**config.mk**
```make
export PLATFORM = sky130hd
export DESIGN_NAME = edm_pulse_ctrl
export DESIGN_NICKNAME = d
export VERILOG_FILES = /design/src/rtl/edm_pulse_ctrl.sv
export SDC_FILE = /design/constraint.sdc
export NUM_CORES = 1
export LEC_CHECK = 0
export ABC_AREA = 1
export BUFFER_PORTS_ARGS = -buffer_cell sky130_fd_sc_hd__buf_2
export CORE_ASPECT_RATIO = 1.75
export CORE_UTILIZATION = 25
export DETAILED_ROUTE_END_ITERATION = 8
export GPL_TIMING_DRIVEN = 0
export PLACE_DENSITY_LB_ADDON = 0.25
export REMOVE_ABC_BUFFERS = 1
export SLEW_MARGIN = 20
export SYNTH_ARGS = -nofsm -noshare
export SYNTH_HDL_FRONTEND = slang
export SYNTH_SLANG_ARGS = --single-unit
export TNS_END_PERCENT = 100
```
**constraint.sdc**
```tcl
create_clock -name clk -period 7.6 [get_ports clk]
set_input_delay 1.14 -clock clk [delete_from_list [all_inputs] [get_ports clk]]
set_output_delay 1.14 -clock clk [all_outputs]
set_load 0.005 [all_outputs]
```
**src/rtl/edm_pulse_ctrl.sv**
```systemverilog
// EDM discharge-pulse sequencer: drives the MOSFET gate through WAIT_BREAK / DISCHARGE / OFF
// using a microsecond timebase, detects breakdown, short and open gap, and packs a status word.
module edm_pulse_ctrl #(
  parameter int unsigned TICK_DIV        = 100,
  parameter logic [15:0] V_BREAK_MV      = 16'd1500,
  parameter logic [15:0] V_SHORT_MV      = 16'd300,
  parameter logic [15:0] OPEN_TIMEOUT_US = 16'd1000
) (
  input  logic        clk,
  input  logic        rst_n,
  input  logic        machine_start,
  input  logic        machine_stop,
  input  logic [15:0] Ton_data,
  input  logic [15:0] Toff_data,
  input  logic [15:0] gap_volt,
  output logic        gate_out,
  output logic        running,
  output logic [15:0] feedback_data
);

  localparam int unsigned PW = (TICK_DIV > 1) ? $clog2(TICK_DIV) : 1;
  localparam logic [PW-1:0] PRESC_MAX = PW'(TICK_DIV - 1);

  typedef enum logic [1:0] {
    IDLE       = 2'd0,
    WAIT_BREAK = 2'd1,
    DISCHARGE  = 2'd2,
    OFF        = 2'd3
  } state_e;

  state_e        state_q, state_d;
  logic [PW-1:0] presc_q, presc_d;
  logic [15:0]   us_q, us_d;
  logic [15:0]   ton_q, ton_d, toff_q, toff_d;
  logic          short_q, short_d, open_q, open_d;
  logic [7:0]    dcnt_q, dcnt_d;
  logic          gate_q, gate_d, run_q, run_d;
  logic [15:0]   fb_q, fb_d;
  logic          tick, entry;

  assign tick  = (presc_q == PRESC_MAX);
  assign entry = (state_d != state_q);

  always_comb begin
    state_d = state_q;
    short_d = short_q;
    open_d  = open_q;
    dcnt_d  = dcnt_q;
    if (machine_stop) begin
      state_d = IDLE;
    end else begin
      case (state_q)
        IDLE: begin
          if (machine_start) begin
            state_d = WAIT_BREAK;
            short_d = 1'b0;
            open_d  = 1'b0;
            dcnt_d  = 8'd0;
          end
        end
        WAIT_BREAK: begin
          // Breakdown is checked every cycle and beats a coincident timeout.
          if (gap_volt < V_BREAK_MV) begin
            state_d = DISCHARGE;
          end else if (tick && (us_q == OPEN_TIMEOUT_US - 16'd1)) begin
            state_d = OFF;
            open_d  = 1'b1;
          end
        end
        DISCHARGE: begin
          if (tick && (us_q == 16'd0) && (gap_volt < V_SHORT_MV)) begin
            state_d = OFF;
            short_d = 1'b1;
          end else if (tick && (us_q == ton_q - 16'd1)) begin
            state_d = OFF;
            dcnt_d  = dcnt_q + 8'd1;
          end
        end
        OFF: begin
          if (tick && (us_q == toff_q - 16'd1)) begin
            state_d = WAIT_BREAK;
          end
        end
        default: state_d = IDLE;
      endcase
    end
  end

  // Timebase restarts on every state entry so each dwell is a whole number of ticks.
  always_comb begin
    presc_d = presc_q + PW'(1);
    us_d    = us_q;
    if (entry) begin
      presc_d = '0;
      us_d    = 16'd0;
    end else if (tick) begin
      presc_d = '0;
      us_d    = us_q + 16'd1;
    end
  end

  always_comb begin
    ton_d  = ton_q;
    toff_d = toff_q;
    if (entry && (state_d == WAIT_BREAK)) begin
      ton_d  = (Ton_data  == 16'd0) ? 16'd1 : Ton_data;
      toff_d = (Toff_data == 16'd0) ? 16'd1 : Toff_data;
    end
  end

  assign gate_d = (state_d == WAIT_BREAK) || (state_d == DISCHARGE);
  assign run_d  = (state_d != IDLE);
  assign fb_d   = {state_d, run_d, short_d, open_d, 3'b000, dcnt_d};

  always_ff @(posedge clk or negedge rst_n) begin
    if (!rst_n) begin
      state_q <= IDLE;
      presc_q <= '0;
      us_q    <= 16'd0;
      ton_q   <= 16'd0;
      toff_q  <= 16'd0;
      short_q <= 1'b0;
      open_q  <= 1'b0;
      dcnt_q  <= 8'd0;
      gate_q  <= 1'b0;
      run_q   <= 1'b0;
      fb_q    <= 16'd0;
    end else begin
      state_q <= state_d;
      presc_q <= presc_d;
      us_q    <= us_d;
      ton_q   <= ton_d;
      toff_q  <= toff_d;
      short_q <= short_d;
      open_q  <= open_d;
      dcnt_q  <= dcnt_d;
      gate_q  <= gate_d;
      run_q   <= run_d;
      fb_q    <= fb_d;
    end
  end

  assign gate_out      = gate_q;
  assign running       = run_q;
  assign feedback_data = fb_q;

endmodule

```
==> results of run 1 <==
## worst max-delay path, cell delays in order (launching register included)
cell	delay [ps]
dfrtp_1	410
ha_1	250
inv_1	60
nor2_1	40
nand3b_2	330
clkinv_1	670
nand3_1	370
nand3_1	130
nand3_1	180
ha_2	690
nand2_8	250
nand2_1	130
nand2_1	60
## flip-flops by register name, summed over array words and instances, names as in the netlist
signal / count
feedback_data: 5
gate_out: 1
dcnt_q: 7
us_q: 16
state_q: 1
toff_q: 16
ton_q: 16
presc_q: 7
## logic make-up after synthesis
kind of cell | after synthesis
compound gates | 26
xor+xnor | 41
fa+ha+maj | 8
buf+inv | 139
flops | 69
other cells | 1
simple gates | 562
## power breakdown
part	total, mW	switching (mW)	internal [mW]
registers	0.468	0.0574	0.411
logic	0.385	0.249	0.136
clock network	0.436	0.174	0.262
total	1.29	0.481	0.808
## worst min-delay path by stage
stage | depth (start not counted) | end | startpoint | slack [ps]
after floorplan | 2 | toff_q[1] | toff_q[1] | 440
after global placement | 2 | toff_q[1] | toff_q[1] | 460
after detailed placement | 2 | toff_q[1] | toff_q[1] | 460
after CTS | 2 | toff_q[1] | toff_q[1] | 480
after global routing | 1 | presc_q[0] | presc_q[0] | 500
final | 2 | toff_q[1] | toff_q[1] | 470
## cell usage after synthesis (all sizes together) (2+ instances only)
library cell,instances
nand4,28
nor3,31
nor4,14
buf,23
dfrtp,69
a41o,2
xnor2,10
nor2,106
nand2,290
inv,102
ha,8
a21oi,6
clkbuf,12
clkinv,2
nand3b,5
xor2,31
nand3,86
o21ai,13
## metrics by stage
| stage | hold slack [ps] | instance area, um^2 | total power, mW | worst slack (ps) |
|---|---|---|---|---|
| 4_1_cts | 476 | 6320 | 1.31 | 3760 |
| 3_5_place_dp | 462 | 6020 | 0.865 | 3770 |
| 6_report | 472 | 6320 | 1.29 | 3860 |
| 2_1_floorplan | 442 | 5300 | 0.748 | 4300 |
| 5_1_grt | 503 | 6320 | 1.38 | 3480 |
| 3_3_place_gp | 462 | 5990 | 0.858 | 3270 |
## layout make-up
class                      count  area [um^2]
sequential                    69         1730
tap                          292          365
timing repair buffer          65          350
multi-input combinational    640         3190
fill                        2420        15300
clock inverter                 6         62.6
clock buffer                  10          239
inverter                     104          390
## layer usage
layer | vias to the layer above | GRT usage, %
met4 | 0 | 7.02
met2 | 102 | 30.9
met3 | 25 | 1.77
met1 | 2424 | 15.4
met5 | - | 0
li1 | 2767 | -
==> impl_metrics.csv, run 1 <==
group,metric,value,unit
run_status,outcome,"finished clean",
finish,final_common_cell,"nand2_1",
clock_network,ctsResizeCount,0,
finish,num_antenna_cells,0,
yosys,synthArstFlopShare,100,%
drt,ant_nets,0,
place,dp.cells,1170,
power_and_ir_drop,ir_drop,0.0000965,V
drt,viasPerCell,4.48,
yosys,synth.distinct_cells,41,
floorplan,initial_utilization,25.6,%
yosys,yosys_register_bits,69,
clock_network,clkLatencyLatePin,350,ps
timing,relSlewSlack,50.2,%
yosys,synthAdderAreaFrac,1.81,%
worst_hold_path,hold_path.class,"reg2reg",
critical_path,crit_end,"ton_q[13]",
critical_path,reg2reg_slack,3860,ps
floorplan,die_w,114,um
finish,postLayoutCoreUtil,29.3,%
yosys,synth_ff_type,"dfrtp_1",
drt,highest_layer,"met4",
yosys,synthCells,846,
critical_path,cp-startpoint,"presc_q[0]",
yosys,synthTopCellsByArea,"dfrtp_1, nand2_1, nand3_1",
critical_path,r2r_cells,12,
yosys,synth_area_leader_cell,"dfrtp_1",
yosys,synthSimpleGateAreaFrac,46.2,%
drt,wl_met2,9190,um
drt,dr_wl_met3,488,um
clock_network,cts.sinks,69,
timing,skew,11.8,ps
finish,drive_above_1_share,12.4,%
finish,final_cell_mix,"nand2_1, inv_1, nor2_1",
place,port_buffers,64,
timing,period_share,49.2,%
floorplan,fp-row-count,71,
yosys,synth_area,5520,um^2
drt,wire_per_inst,13.6,um
critical_path,critPathLaunchType,"flip-flop",
yosys,yosys.area.top_type_share,31.3,%
global_routing,grt_pass1_vias,5296,
place,hpwl,12900,um
finish,instances_no_fill,1186,
floorplan,io_pins,70,
yosys,syn_area_per_cell,6.52,um^2
drt,drt_iter0_markers,227,
critical_path,timing.rr.end,"ton_q[13]",
floorplan,die_h,199,um
global_routing,grt_max_degree,52,
critical_path,arrival,3980,ps
critical_path,worst_setup_path_end_kind,"flip-flop",
timing,fin_tns_setup,0,ps
global_routing,grt-ovfl-total,0,
timing,rsz0062_at_grt,"no",
critical_path,r2r_start,"presc_q[0]",
yosys,synthXorXnorAreaFrac,6.51,%
clock_network,cts_tree,"yes",
global_routing,gr-usage-all-layers,15.4,%
timing,min_period,3740,ps
yosys,synth_compound_area_share,2.97,%
timing,finalSetupViolCount,0,
clock_network,cts_buffers,9,
finish,finalNetCount,949,
yosys,synth_edf_count,0,
yosys,ys_warn_count,0,
yosys,synth_top_family_by_area,"simple AND/OR/NAND/NOR gates",
power_and_ir_drop,static-leakage-power,3.27,nW
place,gp_congestion,0.845,
critical_path,required,7830,ps
clock_network,clkTransAtPathRegs,60,ps
power_and_ir_drop,power_density,204,nW/um^2
drt,dr.pass1.iters,5,
drt,dr_total_vias,5318,
floorplan,dieArea,22700,um^2
timing,max_freq,0.267,GHz
critical_path,crit_type,"reg2reg",
timing,worstMarginPinSlew,748,ps
yosys,synth.mux.area_fraction,0,%
clock_network,ctsHoldBuffers,0,
clock_network,cts.htree.levels,3,
global_routing,grt_pass1_wl,26600,um
finish,layout-area-overhead-vs-synth,14.6,%
floorplan,core_area,21600,um^2
drt,drc,0,
drt,wirelength,16200,um
drt,wl_met1,5990,um
clock_network,postCtsSetupBuffers,0,
global_routing,antenna_found_initial,0,
clock_network,cts_root_buf,"clkbuf_16",
run,maxCapViolations,0,
clock_network,ctsLongestPathBuffers,2,
yosys,synth-seq-area-share,31.3,%
timing,final_hold_viol_count,0,
timing,drv_slew,0,
critical_path,cp_max_fo,33,
Note: power is estimated with default switching activity, not from simulation.
==> run 2: changes to the inputs <==
--- a/config.mk
+++ b/config.mk
@@ -5,7 +5,7 @@
 export SDC_FILE = /design/constraint.sdc
 export NUM_CORES = 1
 export LEC_CHECK = 0
-export ABC_AREA = 1
+export ABC_AREA = 0
 export BUFFER_PORTS_ARGS = -buffer_cell sky130_fd_sc_hd__buf_2
 export CORE_ASPECT_RATIO = 1.75
 export CORE_UTILIZATION = 25
==> constraint.sdc (replaced) <==
create_clock -name clk -period 3.2 [get_ports clk]
set_input_delay 0.48 -clock clk [delete_from_list [all_inputs] [get_ports clk]]
set_output_delay 0.48 -clock clk [all_outputs]
set_load 0.005 [all_outputs]
==> impl_metrics.csv, run 2 <==
group,metric,value,unit
run_status,outcome,"finished with violations",
run_status,violations,"negative setup slack",
critical_path,reg2reg_slack,-520,ps
critical_path,worst_setup_path_end_kind,"flip-flop",
timing,max_freq,0.269,GHz
global_routing,antenna_found_initial,0,
timing,fin_tns_setup,-16610,ps
critical_path,arrival,3940,ps
place,place_ws,-1130,ps
finish,drive_above_1_share,33.6,%
critical_path,timing.rr.end,"toff_q[5]",
critical_path,r2r_cells,12,
timing,final_hold_viol_count,0,
yosys,synth_area_leader_cell,"dfrtp_1",
finish,num_antenna_cells,0,
drt,wire_per_inst,17.4,um
clock_network,ctsLongestPathBuffers,2,
timing,hold_ws,37.6,ps
clock_network,cts.htree.levels,3,
timing,skew,8.54,ps
worst_hold_path,hold_path.class,"in2async",
place,port_buffers,64,
run,maxCapViolations,0,
place,hpwl,10100,um
critical_path,crit_type,"reg2reg",
timing,period_share,116,%
place,place_area,5200,um^2
timing,drv_slew,0,
timing,min_period,3720,ps
yosys,synth.distinct_cells,65,
clock_network,cts_buffers,9,
timing,finalSetupViolCount,58,
yosys,synthCells,494,
power_and_ir_drop,total_power,3.35,mW
finish,layout-area-overhead-vs-synth,26.9,%
yosys,yosys_register_bits,69,
global_routing,grt_pass1_wl,22400,um
yosys,synthTopCellsByArea,"dfrtp_1, mux2_4, xnor2_1",
place,gp_congestion,0.867,
critical_path,r2r_start,"toff_q[6]",
finish,final_common_cell,"buf_2",
finish,final_cell_mix,"buf_2, dfrtp_1, nor2_1",
timing,relSlewSlack,45.0,%
finish,register_area,1740,um^2
critical_path,critPathLaunchType,"flip-flop",
drt,viasPerCell,5.05,
yosys,synth-seq-area-share,36.6,%
yosys,synth.most_common_cell,"dfrtp_1",
yosys,ys_warn_count,0,
power_and_ir_drop,power_density,560,nW/um^2
power_and_ir_drop,static-leakage-power,2.54,nW
global_routing,grt_pass1_vias,4129,
finish,final_area,5990,um^2
clock_network,clkTransAtPathRegs,60,ps
yosys,syn_area_per_cell,9.56,um^2
critical_path,cp_max_fo,8,
drt,wirelength,14100,um
timing,setup_ws,-518,ps
drt,dr_total_vias,4098,
yosys,synth_edf_count,0,
yosys,synth_area,4720,um^2
timing,rsz0062_at_grt,"yes",
clock_network,cts_tree,"yes",
drt,drt_iter0_markers,185,
clock_network,cts_root_buf,"clkbuf_16",
timing,worstMarginPinSlew,820,ps
finish,multiInputGateArea,2930,um^2
floorplan,die_h,184,um
drt,dr.pass1.iters,4,
yosys,synth_common_cells,"dfrtp_1, nor2_1, xnor2_1",
drt,ant_nets,0,
finish,biggestRegsByFlops,"toff_q (16), ton_q (16), us_q (16)",
floorplan,dieArea,19500,um^2
clock_network,cts.sinks,69,
floorplan,io_pins,70,
clock_network,clkLatencyLatePin,340,ps
global_routing,gr-usage-all-layers,14.9,%
finish,fill_cells,1901,
floorplan,fp-row-count,66,
drt,drc,0,
floorplan,core_area,18500,um^2
power_and_ir_drop,ir_drop,0.000206,V
critical_path,required,3420,ps
global_routing,grt_max_degree,49,
yosys,synth_ff_type,"dfrtp_1",
finish,finalNetCount,629,
yosys,yosys.area.top_type_share,36.6,%
global_routing,grt-ovfl-total,0,
floorplan,initial_utilization,25.5,%
yosys,synthArstFlopShare,100,%
floorplan,die_w,106,um
run 2: cell count changes after synthesis, moves of 13 or more:
| cell | previous run | this run |
|---|---|---|
| nand2_1 | 281 | 29 |
| inv_1 | 101 | 17 |
| nand3_1 | 85 | 17 |
| nor2_1 | 100 | 49 |
| mux2_4 | 0 | 28 |
| xnor2_1 | 10 | 31 |
| or4_1 | 0 | 14 |
| nand4_1 | 28 | 15 |
run 2: repair_timing:
action | 4_1_cts | 5_1_grt
hold buffers | 0 | 0
gates resized for setup | 58 | 11
cloned | 2 | 0
pin swaps | 20 | 5
setup buffers | 29 | 1
endpoints found under the setup margin | 67 | 64
run 2: cells by family after synthesis:
| logic type | count (synthesis) | synth area share, % |
|---|---|---|
| other | 1 | 0.0794 |
| buffers and inverters | 52 | 6.15 |
| XOR/XNOR | 57 | 10.6 |
| flip-flops | 69 | 36.6 |
| multiplexers | 36 | 10.7 |
| AND/OR/NAND/NOR | 200 | 23.2 |
| adder cells (fa/ha/maj) | 8 | 2.12 |
| AO/OA/AOI/OAI | 71 | 10.6 |
run 2: how the worst max path moves through the flow:
stage                    from   endpoint  slack [ps]  cells after the start
floorplan            ton_q[0]   ton_q[6]       -1070                     13
global placement    toff_q[5]   ton_q[7]       -1970                     10
detailed placement  toff_q[5]   ton_q[7]       -1130                     11
CTS                 toff_q[6]  toff_q[3]        -470                     12
global route        toff_q[6]  ton_q[13]        -590                     12
finish              toff_q[6]  toff_q[5]        -520                     12
run 2: area by class of cell:
| type | instances | share of cell area [%] |
|---|---|---|
| clock inverter | 6 | 0.815 |
| sequential | 69 | 29.0 |
| inverter | 17 | 1.07 |
| tap | 238 | 4.97 |
| multi-input combinational | 375 | 48.9 |
| timing repair buffer | 97 | 11.4 |
| clock buffer | 10 | 3.82 |
run 2: metal layers:
| layer | track usage, % | part of all wire (%) | wire (um) | vias up |
|---|---|---|---|---|
| li1 | - | - | - | 1932 |
| met2 | 28.6 | 56 | 7890 | 113 |
| met3 | 2.09 | 3.3 | 461 | 27 |
| met5 | 0 | 0 | 0 | - |
| met4 | 7.22 | 3.6 | 503 | 0 |
| met1 | 15.7 | 37 | 5240 | 2026 |
run 2: worst max-delay path: stages (launching register included):
cell and delay, ps:
dfrtp_2 410, or4_4 540, or3_4 340, or4b_4 540, a2111oi_4 390, and4_1 270, or3_4 140, ha_4 120
inv_2 40, a31oi_4 190, buf_12 170, buf_16 140, mux2_4 300
run 2: per-stage QoR:
| step | std cells | utilization (%) |
|---|---|---|
| finish | 812 | 32.4 |
| global route | 812 | 32.4 |
| global placement | 763 | 27.7 |
| floorplan | 461 | - |
| CTS | 812 | 32.3 |
| detailed placement | 766 | 28.1 |
run 2: power by group:
part	internal [mW]	switching, mW	leakage [nW]
clock network	0.530	0.418	0.125
registers	1.04	0.239	0.877
logic	0.609	0.518	1.54
total	2.18	1.17	2.54
